===== src/rtl/ram_port_initiator_if.sv =====
`default_nettype none
// ============================================================================
// Module   : ram_port_initiator_if
// Purpose  : Bundles the command, write-stream, read-stream, status and RAM
//            port signals of ram_port_initiator into one interface.
// Modports : master - the initiator side (accepts commands, drives the RAM).
//            slave  - the environment side (client datapath plus RAM port).
// Ports    : none (signals only). Parameters ADDR_W / DATA_W size the
//            address and data fields.
// Revision : 1.0 - initial release
// ============================================================================
interface ram_port_initiator_if #(
   parameter int ADDR_W = 3,
   parameter int DATA_W = 8
) ();

   // command channel
   logic              cmd_valid;
   logic              cmd_ready;
   logic              cmd_wr;
   logic [ADDR_W-1:0] cmd_addr;
   logic [ADDR_W-1:0] cmd_len;

   // write data stream
   logic              wdata_valid;
   logic              wdata_ready;
   logic [DATA_W-1:0] wdata;

   // read data stream
   logic              rdata_valid;
   logic              rdata_ready;
   logic [DATA_W-1:0] rdata;
   logic              rdata_last;

   // status pulses
   logic              done;
   logic              err;

   // RAM port
   logic              ram_en;
   logic              ram_wr;
   logic [ADDR_W-1:0] ram_addr;
   logic [DATA_W-1:0] ram_din;
   logic [DATA_W-1:0] ram_dout;

   modport master (
      input  cmd_valid, cmd_wr, cmd_addr, cmd_len,
      input  wdata_valid, wdata,
      input  rdata_ready,
      input  ram_dout,
      output cmd_ready,
      output wdata_ready,
      output rdata_valid, rdata, rdata_last,
      output done, err,
      output ram_en, ram_wr, ram_addr, ram_din
   );

   modport slave (
      output cmd_valid, cmd_wr, cmd_addr, cmd_len,
      output wdata_valid, wdata,
      output rdata_ready,
      output ram_dout,
      input  cmd_ready,
      input  wdata_ready,
      input  rdata_valid, rdata, rdata_last,
      input  done, err,
      input  ram_en, ram_wr, ram_addr, ram_din
   );

endinterface
`default_nettype wire


===== src/rtl/ram_port_initiator.sv =====
`default_nettype none
// ============================================================================
// Module   : ram_port_initiator
// Purpose  : Burst initiator for one port of the 8x8 dual-port RAM. Accepts a
//            write/read burst command, streams write data into the RAM, or
//            streams RAM contents out through a 2-entry read buffer.
// Ports    : clk   - clock (also clocks the attached RAM port)
//            rst_n - asynchronous active-low reset
//            bus   - ram_port_initiator_if.master: command, wdata stream,
//                    rdata stream, done/err pulses and RAM port drive
// Option   : RAM_INIT_ADDR_WRAP_EN - when defined, bursts wrap past the top
//            address; when undefined, such commands are rejected with err.
// Revision : 1.0 - initial release
// ============================================================================
module ram_port_initiator #(
   parameter int ADDR_W = 3,
   parameter int DATA_W = 8
) (
   input  logic                 clk,
   input  logic                 rst_n,
   ram_port_initiator_if.master bus
);

   typedef enum logic [1:0] {
      ST_IDLE  = 2'd0,
      ST_WRITE = 2'd1,
      ST_READ  = 2'd2,
      ST_DRAIN = 2'd3
   } state_t;

   state_t            r_state;
   logic [ADDR_W-1:0] r_ptr;
   logic [ADDR_W-1:0] r_beatsLeft;     // beats remaining minus one
   logic              r_inflight;      // read issued last cycle, data on ram_dout now
   logic              r_inflightLast;  // that read was the final beat
   logic [DATA_W-1:0] r_bufData [2];
   logic [1:0]        r_bufLast;
   logic              r_rdIdx;
   logic              r_wrIdx;
   logic [1:0]        r_count;
   logic              r_done;

   logic              w_lastBeat;
   logic              w_pop;
   logic              w_writeBeat;
   logic              w_readIssue;
   logic              w_cmdReject;
   logic [2:0]        w_occupancy;

   assign w_lastBeat  = (r_beatsLeft == '0);
   assign w_pop       = bus.rdata_valid & bus.rdata_ready;
   assign w_writeBeat = (r_state == ST_WRITE) & bus.wdata_valid;

   // Slots already committed (buffered + in flight) minus the one leaving
   // this cycle must stay below 2, otherwise the returning data has no home.
   assign w_occupancy = {1'b0, r_count} + {2'b00, r_inflight};
   assign w_readIssue = (r_state == ST_READ) &&
                        (w_occupancy < (3'd2 + {2'b00, w_pop}));

`ifdef RAM_INIT_ADDR_WRAP_EN
   assign w_cmdReject = 1'b0;
   assign bus.err     = 1'b0;
`else
   localparam logic [ADDR_W:0] c_TOP_ADDR = {1'b0, {ADDR_W{1'b1}}};
   logic [ADDR_W:0] w_cmdEnd;
   logic            r_err;

   // One extra bit so a burst running past the top address is visible.
   assign w_cmdEnd    = {1'b0, bus.cmd_addr} + {1'b0, bus.cmd_len};
   assign w_cmdReject = (w_cmdEnd > c_TOP_ADDR);
   assign bus.err     = r_err;
`endif

   // handshakes and RAM drive
   assign bus.cmd_ready   = (r_state == ST_IDLE);
   assign bus.wdata_ready = (r_state == ST_WRITE);
   assign bus.ram_en      = w_writeBeat | w_readIssue;
   assign bus.ram_wr      = w_writeBeat;
   assign bus.ram_addr    = bus.ram_en ? r_ptr : '0;
   assign bus.ram_din     = w_writeBeat ? bus.wdata : '0;

   // read stream straight from the buffer head; held until popped
   assign bus.rdata_valid = (r_count != 2'd0);
   assign bus.rdata       = r_bufData[r_rdIdx];
   assign bus.rdata_last  = bus.rdata_valid & r_bufLast[r_rdIdx];
   assign bus.done        = r_done;

   always_ff @(posedge clk or negedge rst_n) begin
      if (!rst_n) begin
         r_state        <= ST_IDLE;
         r_ptr          <= '0;
         r_beatsLeft    <= '0;
         r_inflight     <= 1'b0;
         r_inflightLast <= 1'b0;
         r_bufData[0]   <= '0;
         r_bufData[1]   <= '0;
         r_bufLast      <= 2'b00;
         r_rdIdx        <= 1'b0;
         r_wrIdx        <= 1'b0;
         r_count        <= 2'd0;
         r_done         <= 1'b0;
`ifndef RAM_INIT_ADDR_WRAP_EN
         r_err          <= 1'b0;
`endif
      end else begin
         r_done         <= 1'b0;
`ifndef RAM_INIT_ADDR_WRAP_EN
         r_err          <= 1'b0;
`endif
         r_inflight     <= w_readIssue;
         r_inflightLast <= w_readIssue & w_lastBeat;

         // RAM read data is valid the cycle after the issue
         if (r_inflight) begin
            r_bufData[r_wrIdx] <= bus.ram_dout;
            r_bufLast[r_wrIdx] <= r_inflightLast;
            r_wrIdx            <= ~r_wrIdx;
         end
         if (w_pop) begin
            r_rdIdx <= ~r_rdIdx;
         end
         r_count <= r_count + 2'(r_inflight) - 2'(w_pop);

         case (r_state)
            ST_IDLE: begin
               if (bus.cmd_valid) begin
                  if (w_cmdReject) begin
`ifndef RAM_INIT_ADDR_WRAP_EN
                     r_err <= 1'b1;
`endif
                  end else begin
                     r_ptr       <= bus.cmd_addr;
                     r_beatsLeft <= bus.cmd_len;
                     r_state     <= bus.cmd_wr ? ST_WRITE : ST_READ;
                  end
               end
            end

            ST_WRITE: begin
               if (w_writeBeat) begin
                  r_ptr <= r_ptr + ADDR_W'(1);
                  if (w_lastBeat) begin
                     r_state <= ST_IDLE;
                     r_done  <= 1'b1;
                  end else begin
                     r_beatsLeft <= r_beatsLeft - ADDR_W'(1);
                  end
               end
            end

            ST_READ: begin
               if (w_readIssue) begin
                  r_ptr <= r_ptr + ADDR_W'(1);
                  if (w_lastBeat) begin
                     r_state <= ST_DRAIN;
                  end else begin
                     r_beatsLeft <= r_beatsLeft - ADDR_W'(1);
                  end
               end
            end

            ST_DRAIN: begin
               // the last-flagged entry can only reach the head in DRAIN
               if (w_pop && bus.rdata_last) begin
                  r_state <= ST_IDLE;
                  r_done  <= 1'b1;
               end
            end

            default: r_state <= ST_IDLE;
         endcase
      end
   end

endmodule
`default_nettype wire


===== src/flat_wrapper.sv =====
// flat-port wrapper written by rule: the top's interface ports become plain ports
module ram_port_initiator_flat 
#(
   parameter int ADDR_W = 3,
   parameter int DATA_W = 8
)
  (clk, rst_n, bus_cmd_valid, bus_cmd_wr, bus_cmd_addr, bus_cmd_len, bus_wdata_valid, bus_wdata, bus_rdata_ready, bus_ram_dout, bus_cmd_ready, bus_wdata_ready, bus_rdata_valid, bus_rdata, bus_rdata_last, bus_done, bus_err, bus_ram_en, bus_ram_wr, bus_ram_addr, bus_ram_din);
  ram_port_initiator_if #(.ADDR_W(ADDR_W), .DATA_W(DATA_W)) bus_i ();
  input  logic clk;
  input  logic rst_n;
  input wire logic [$bits(bus_i.cmd_valid)-1:0] bus_cmd_valid;
  input wire logic [$bits(bus_i.cmd_wr)-1:0] bus_cmd_wr;
  input wire logic [$bits(bus_i.cmd_addr)-1:0] bus_cmd_addr;
  input wire logic [$bits(bus_i.cmd_len)-1:0] bus_cmd_len;
  input wire logic [$bits(bus_i.wdata_valid)-1:0] bus_wdata_valid;
  input wire logic [$bits(bus_i.wdata)-1:0] bus_wdata;
  input wire logic [$bits(bus_i.rdata_ready)-1:0] bus_rdata_ready;
  input wire logic [$bits(bus_i.ram_dout)-1:0] bus_ram_dout;
  output wire logic [$bits(bus_i.cmd_ready)-1:0] bus_cmd_ready;
  output wire logic [$bits(bus_i.wdata_ready)-1:0] bus_wdata_ready;
  output wire logic [$bits(bus_i.rdata_valid)-1:0] bus_rdata_valid;
  output wire logic [$bits(bus_i.rdata)-1:0] bus_rdata;
  output wire logic [$bits(bus_i.rdata_last)-1:0] bus_rdata_last;
  output wire logic [$bits(bus_i.done)-1:0] bus_done;
  output wire logic [$bits(bus_i.err)-1:0] bus_err;
  output wire logic [$bits(bus_i.ram_en)-1:0] bus_ram_en;
  output wire logic [$bits(bus_i.ram_wr)-1:0] bus_ram_wr;
  output wire logic [$bits(bus_i.ram_addr)-1:0] bus_ram_addr;
  output wire logic [$bits(bus_i.ram_din)-1:0] bus_ram_din;
  assign bus_i.cmd_valid = bus_cmd_valid;
  assign bus_i.cmd_wr = bus_cmd_wr;
  assign bus_i.cmd_addr = bus_cmd_addr;
  assign bus_i.cmd_len = bus_cmd_len;
  assign bus_i.wdata_valid = bus_wdata_valid;
  assign bus_i.wdata = bus_wdata;
  assign bus_i.rdata_ready = bus_rdata_ready;
  assign bus_i.ram_dout = bus_ram_dout;
  assign bus_cmd_ready = bus_i.cmd_ready;
  assign bus_wdata_ready = bus_i.wdata_ready;
  assign bus_rdata_valid = bus_i.rdata_valid;
  assign bus_rdata = bus_i.rdata;
  assign bus_rdata_last = bus_i.rdata_last;
  assign bus_done = bus_i.done;
  assign bus_err = bus_i.err;
  assign bus_ram_en = bus_i.ram_en;
  assign bus_ram_wr = bus_i.ram_wr;
  assign bus_ram_addr = bus_i.ram_addr;
  assign bus_ram_din = bus_i.ram_din;
  ram_port_initiator #(.ADDR_W(ADDR_W), .DATA_W(DATA_W)) u_core (.clk(clk), .rst_n(rst_n), .bus(bus_i));
endmodule

===== config.mk =====
export PLATFORM = sky130hd
export DESIGN_NAME = ram_port_initiator_flat
export DESIGN_NICKNAME = d
export VERILOG_FILES = /design/src/rtl/ram_port_initiator_if.sv /design/src/rtl/ram_port_initiator.sv /design/src/flat_wrapper.sv
export SDC_FILE = /design/constraint.sdc
export NUM_CORES = 1
export LEC_CHECK = 0
export BUFFER_PORTS_ARGS = -buffer_cell sky130_fd_sc_hd__buf_4
export CAP_MARGIN = 25
export CORE_ASPECT_RATIO = 0.7
export CORE_MARGIN = 4
export CORE_UTILIZATION = 55
export CTS_CLUSTER_SIZE = 40
export DETAILED_ROUTE_END_ITERATION = 10
export GPL_TIMING_DRIVEN = 0
export HOLD_SLACK_MARGIN = 0.03
export PLACE_DENSITY = 0.84
export SLEW_MARGIN = 20
export SYNTH_ARGS = -nofsm -noshare
export SYNTH_HDL_FRONTEND = slang
export SYNTH_SLANG_ARGS = --single-unit

===== constraint.sdc =====
create_clock -name clk -period 5.7 [get_ports clk]
set_input_delay 0.855 -clock clk [delete_from_list [all_inputs] [get_ports clk]]
set_output_delay 0.855 -clock clk [all_outputs]
set_load 0.02 [all_outputs]

# ---- After elaboration in Yosys (flattened, before gate mapping)
# Cells that the tools add are included.
dict set report totals {
  output_inout_bits 27
  inputBits 28
  regBits 34
}
dict set report op_classes {
  reduce_logical 10
  n_mux 40
  order_cmp 8
  n_eq_ne 10
  bitwise 9
  addsub 7
}
# op n
set op_table {}
lappend op_table {{2-to-1 mux 8 bit} 5}
lappend op_table {{2-to-1 mux 3 bit} 10}
lappend op_table {{one-hot mux 3 bit (3 select lines)} 2}
lappend op_table {{bitwise mux 16 bit} 1}
lappend op_table {{2-to-1 mux 2 bit} 8}
lappend op_table {{!= test 2 x 1 -> 1 bit (second input constant)} 5}
lappend op_table {{2-to-1 mux 1 bit} 9}
lappend op_table {{demux 8 bit (select 1 bit)} 1}
lappend op_table {{one-hot mux 2 bit (4 select lines)} 1}
lappend op_table {{AND reduction 7 bit} 1}
lappend op_table {{AND reduction 5 bit} 1}
lappend op_table {{adder 3 x 3 -> 4 bit} 1}
lappend op_table {{AND 1 bit} 4}
lappend op_table {{equality test 2 bit (second input constant)} 2}
lappend op_table {{greater-or-equal comparator 2 bit (second input constant)} 2}
lappend op_table {{> comparator 4 x 3 -> 1 bit (second input constant)} 1}
lappend op_table {{logical AND 1 bit} 4}
lappend op_table {{< comparator 1 x 2 -> 1 bit (second input constant)} 2}
lappend op_table {{!= test 2 bit (second input constant)} 2}
lappend op_table {{inverter 1 -> 2 bit} 2}
lappend op_table {{adder 2 x 1 -> 3 bit} 1}
lappend op_table {{adder 2 x 1 -> 3 bit (first input constant)} 1}
lappend op_table {{adder 3 x 1 -> 3 bit (second input constant)} 1}
lappend op_table {{zero test 3 bit} 1}
lappend op_table {{other kinds (15)} 16}

# ---- Logic depth before layout (Yosys ltp)
dict set report logic_depth {
  word_depth 7
  ltp_mapped 7
}

# ---- Least setup slack after synthesis
# No wires, ideal clock.
dict set report synth_path {
  path_kind {in2out}
  startpoint {input bus_rdata_ready}
  endpoint {output bus_ram_addr[1]}
  arrival_ns 1.767
  path_stages 5
  setup_slack_ns 3.078
  path_cell_list {o21ai_1 > o21ai_0 > nand3b_1 > and2_1 > nor2b_1}
}
dict set report synth_between {
  elab_chain_len 6
}
# item line_no
set synth_rtl {}
lappend synth_rtl {{start: declaration} flat_wrapper.sv:17} ;# input wire logic [$bits(bus_i.rdata_ready)-1:0] bus_rdata_ready;
lappend synth_rtl {{AND 1 bit} ram_port_initiator.sv:51} ;# assign w_pop = bus.rdata_valid & bus.rdata_ready;
lappend synth_rtl {{adder 2 x 1 -> 3 bit} ram_port_initiator.sv:58} ;# (w_occupancy < (3'd2 + {2'b00, w_pop}));
lappend synth_rtl {{< comparator 3 bit} ram_port_initiator.sv:58}
lappend synth_rtl {{logical AND 1 bit} ram_port_initiator.sv:57} ;# assign w_readIssue = (r_state == ST_READ) &&
lappend synth_rtl {{bitwise OR 1 bit} ram_port_initiator.sv:77} ;# assign bus.ram_en = w_writeBeat | w_readIssue;
lappend synth_rtl {{2-to-1 mux 3 bit} ram_port_initiator.sv:79} ;# assign bus.ram_addr = bus.ram_en ? r_ptr : '0;
lappend synth_rtl {{end: declaration} flat_wrapper.sv:28} ;# output wire logic [$bits(bus_i.ram_addr)-1:0] bus_ram_addr;
# No other way between the ends.

# ---- Worst setup path in the final report
# Ends and elaborated chain as after synthesis.

==> metrics.txt <==
Sw Share 0.304; nets 275; PortBufs 54; post_cts resized 0; P_leak 1.28 nW; Worst Path Arrival 2.13 ns; most frequent cells in the layout buf_4 (54), dfrtp_1 (34), mux2_2 (26), ha_1 (15), inv_1 (14); Core ar. 3230 sq um; internal power 426 uW; CTS Sinks 34; Max Slew Vio Count 0; asr flop ratio synth 1.00; CTS Root Cell clkbuf_8; Max Cap Viol 0; ANT cells 0; largest net degree at the start of global routing 35; vias in the first global route 1486; clock tree from TritonCTS built; # IOs 55; fmax 335 MHz; FILL cells 230; synth warn 0; Tcrit/Tclk final 0.524; hold slack final 0.501 ns; number of flops mapped to enable cells by yosys 0; largest cells by area after synthesis dfrtp_1 (45%), mux2_2 (15%), ha_1 (9.8%), mux2i_1 (3.7%), inv_1 (2.8%); Final Hold Viols 0; PD cells 250 nW/um^2; Starting DRT DRC Count 49; Yosys top cell area share 0.446; required time of the critical path 4.85 ns; first-pass GRT wire length 6820 microns; GRT overflow 0; RePlAce Congestion 0.759; remaining antenna violation count 0; FF+latch count, synth 34; gr usage total 0.193; RSZ-0062 raised after global routing false; Starting Density 0.591; die height 57.3 microns; Net Count, Synth 214; Via Count 1487; WL final 4210 microns; die area 4490 sq um; post-DP HPWL 3250 microns; Worst-Margin Slew 0.767 ns; status finished, final reports clean; DR WL/cell 15.1 microns; Startpoint Class primary input; router iterations before antenna repair 4; # DRC 0; row count 17; layout cells sized above 1 0.401; worst clock skew 0.00427 ns; worst skew pair latency 0.28 ns; min Tclk post-route 2.99 ns; Mean Syn Cell Area 11.2 sq um; Comb power frac 0.291; die width 78.4 microns; Mapped Area 1910 sq um; WS Path Type in -> out; TNS Setup 0 ns; post-CTS setup buffers 0; Final setup viols 0; Switch Pwr 186 uW; Longest Clk Path Bufs 2; vias per cell 5.33; sequential area share after synthesis 0.446; initial antenna violation count 0; clock share of power 0.267; worst vdd ir 156 uV; commonest non-fill, non-tap cell in the layout buf_4; post-synth cell types 34; Layout area overhead 28.4%; post-synth top area cell dfrtp_1; Seq pwr share 0.442; synthesized instance count 171; Crit. End Element output pin; H-tree Lvls 2; critical path peak fanout 6; HP Class in -> async; clock slew at reported path FFs 0.06 ns; Main synth FF type dfrtp_1; hold_buf cts 0; Slew HR 0.487; CTS buffer count 5
-- critical path, cell delays in order --
cell and delay (ns):
buf_4 0.07, o21ai_1 0.16, o21ai_0 0.29, nand3b_1 0.21
and2_1 0.27, nor2b_1 0.13, buf_4 0.15
-- layout make-up --
cell class	count	area (sq um)	area share
multi-input combinational	119	982	0.401
sequential	34	851	0.347
timing repair buffer	54	405	0.165
clock buffer	5	68.8	0.0281
tap	47	58.8	0.0240
inverter	14	52.6	0.0214
buffer	4	23.8	0.00969
clock inverter	2	10.0	0.00408
-- power by group through the flow --
| stage | logic [mW] | registers (mW) | clock network, mW |
|---|---|---|---|
| floorplan | 0.110 | 0.270 | 0 |
| global placement | 0.169 | 0.272 | 0 |
| detailed placement | 0.178 | 0.275 | 0 |
| CTS | 0.181 | 0.270 | 0.168 |
| global route | 0.193 | 0.272 | 0.181 |
| finish | 0.178 | 0.271 | 0.164 |
-- sequential cells by signal, indices dropped and copies added (netlist names) --
register and flops:
u_core.bus.done 1, u_core.bus.err 1, u_core.r_beatsLeft 3, u_core.r_bufData 16, u_core.r_bufLast 2, u_core.r_count 2, u_core.r_inflight 1, u_core.r_inflightLast 1
u_core.r_ptr 3, u_core.r_rdIdx 1, u_core.r_state 2, u_core.r_wrIdx 1
-- final timing paths --
path,startpoint,end,slack [ns],cells after the start
worst max-delay path,bus_rdata_ready,bus_ram_addr[1],2.71,7
worst max register to register,u_core.r_count[0]$_DFF_PN0_,u_core.r_beatsLeft[2]$_DFFE_PN0P_,3.69,6
worst min-delay path,rst_n,u_core.r_ptr[0]$_DFFE_PN0P_,0.50,1
max in group asynchronous,rst_n,u_core.r_bufData[12]$_DFFE_PN0P_,4.89,1
min in group clk,u_core.r_inflightLast$_DFF_PN0_,u_core.r_bufLast[1]$_DFFE_PN0P_,0.50,1
worst min register to register,u_core.r_inflightLast$_DFF_PN0_,u_core.r_bufLast[1]$_DFFE_PN0P_,0.50,1
-- Yosys cell counts, types with 2 or more instances --
cell type,n
a211o_2,2
and3_1,8
clkbuf_1,2
dfrtp_1,34
ha_1,15
inv_1,14
mux2_2,26
mux2i_1,7
nand2_1,11
nand2b_1,2
nand3_1,3
nor2_1,12
nor2b_1,3
o21ai_0,10
xnor2_1,3
-- routing by layer --
layer | vias to the layer above | GRT usage | share of wire
li1 | 719 | - | -
met1 | 715 | 0.236 | 0.42
met2 | 47 | 0.333 | 0.50
met3 | 6 | 0.0678 | 0.075
met4 | 0 | 0.0449 | 0.0085
met5 | - | 0 | 0
-- per-stage QoR --
step	std cells	total power, mW	worst slack (ns)	util	cell area (sq um)
final	279	0.612	2.71	0.759	2450
after global routing	279	0.645	2.65	0.759	2450
after CTS	279	0.619	2.74	0.759	2450
after detailed placement	272	0.453	2.81	0.734	2370
after global placement	272	0.441	2.92	0.734	2370
after floorplan	171	0.380	3.08	-	1910
-- logic make-up after synthesis --
logic type,Yosys count,synth area share
xor gates and xnor gates,4,0.0184
muxes,33,0.190
adders and majority gates,15,0.0983
and+or+nand+nor,45,0.128
buffers and inverters,18,0.0400
AOI/OAI and AO/OA,22,0.0793
DFF,34,0.446
Power figures use the tool's default switching activity.
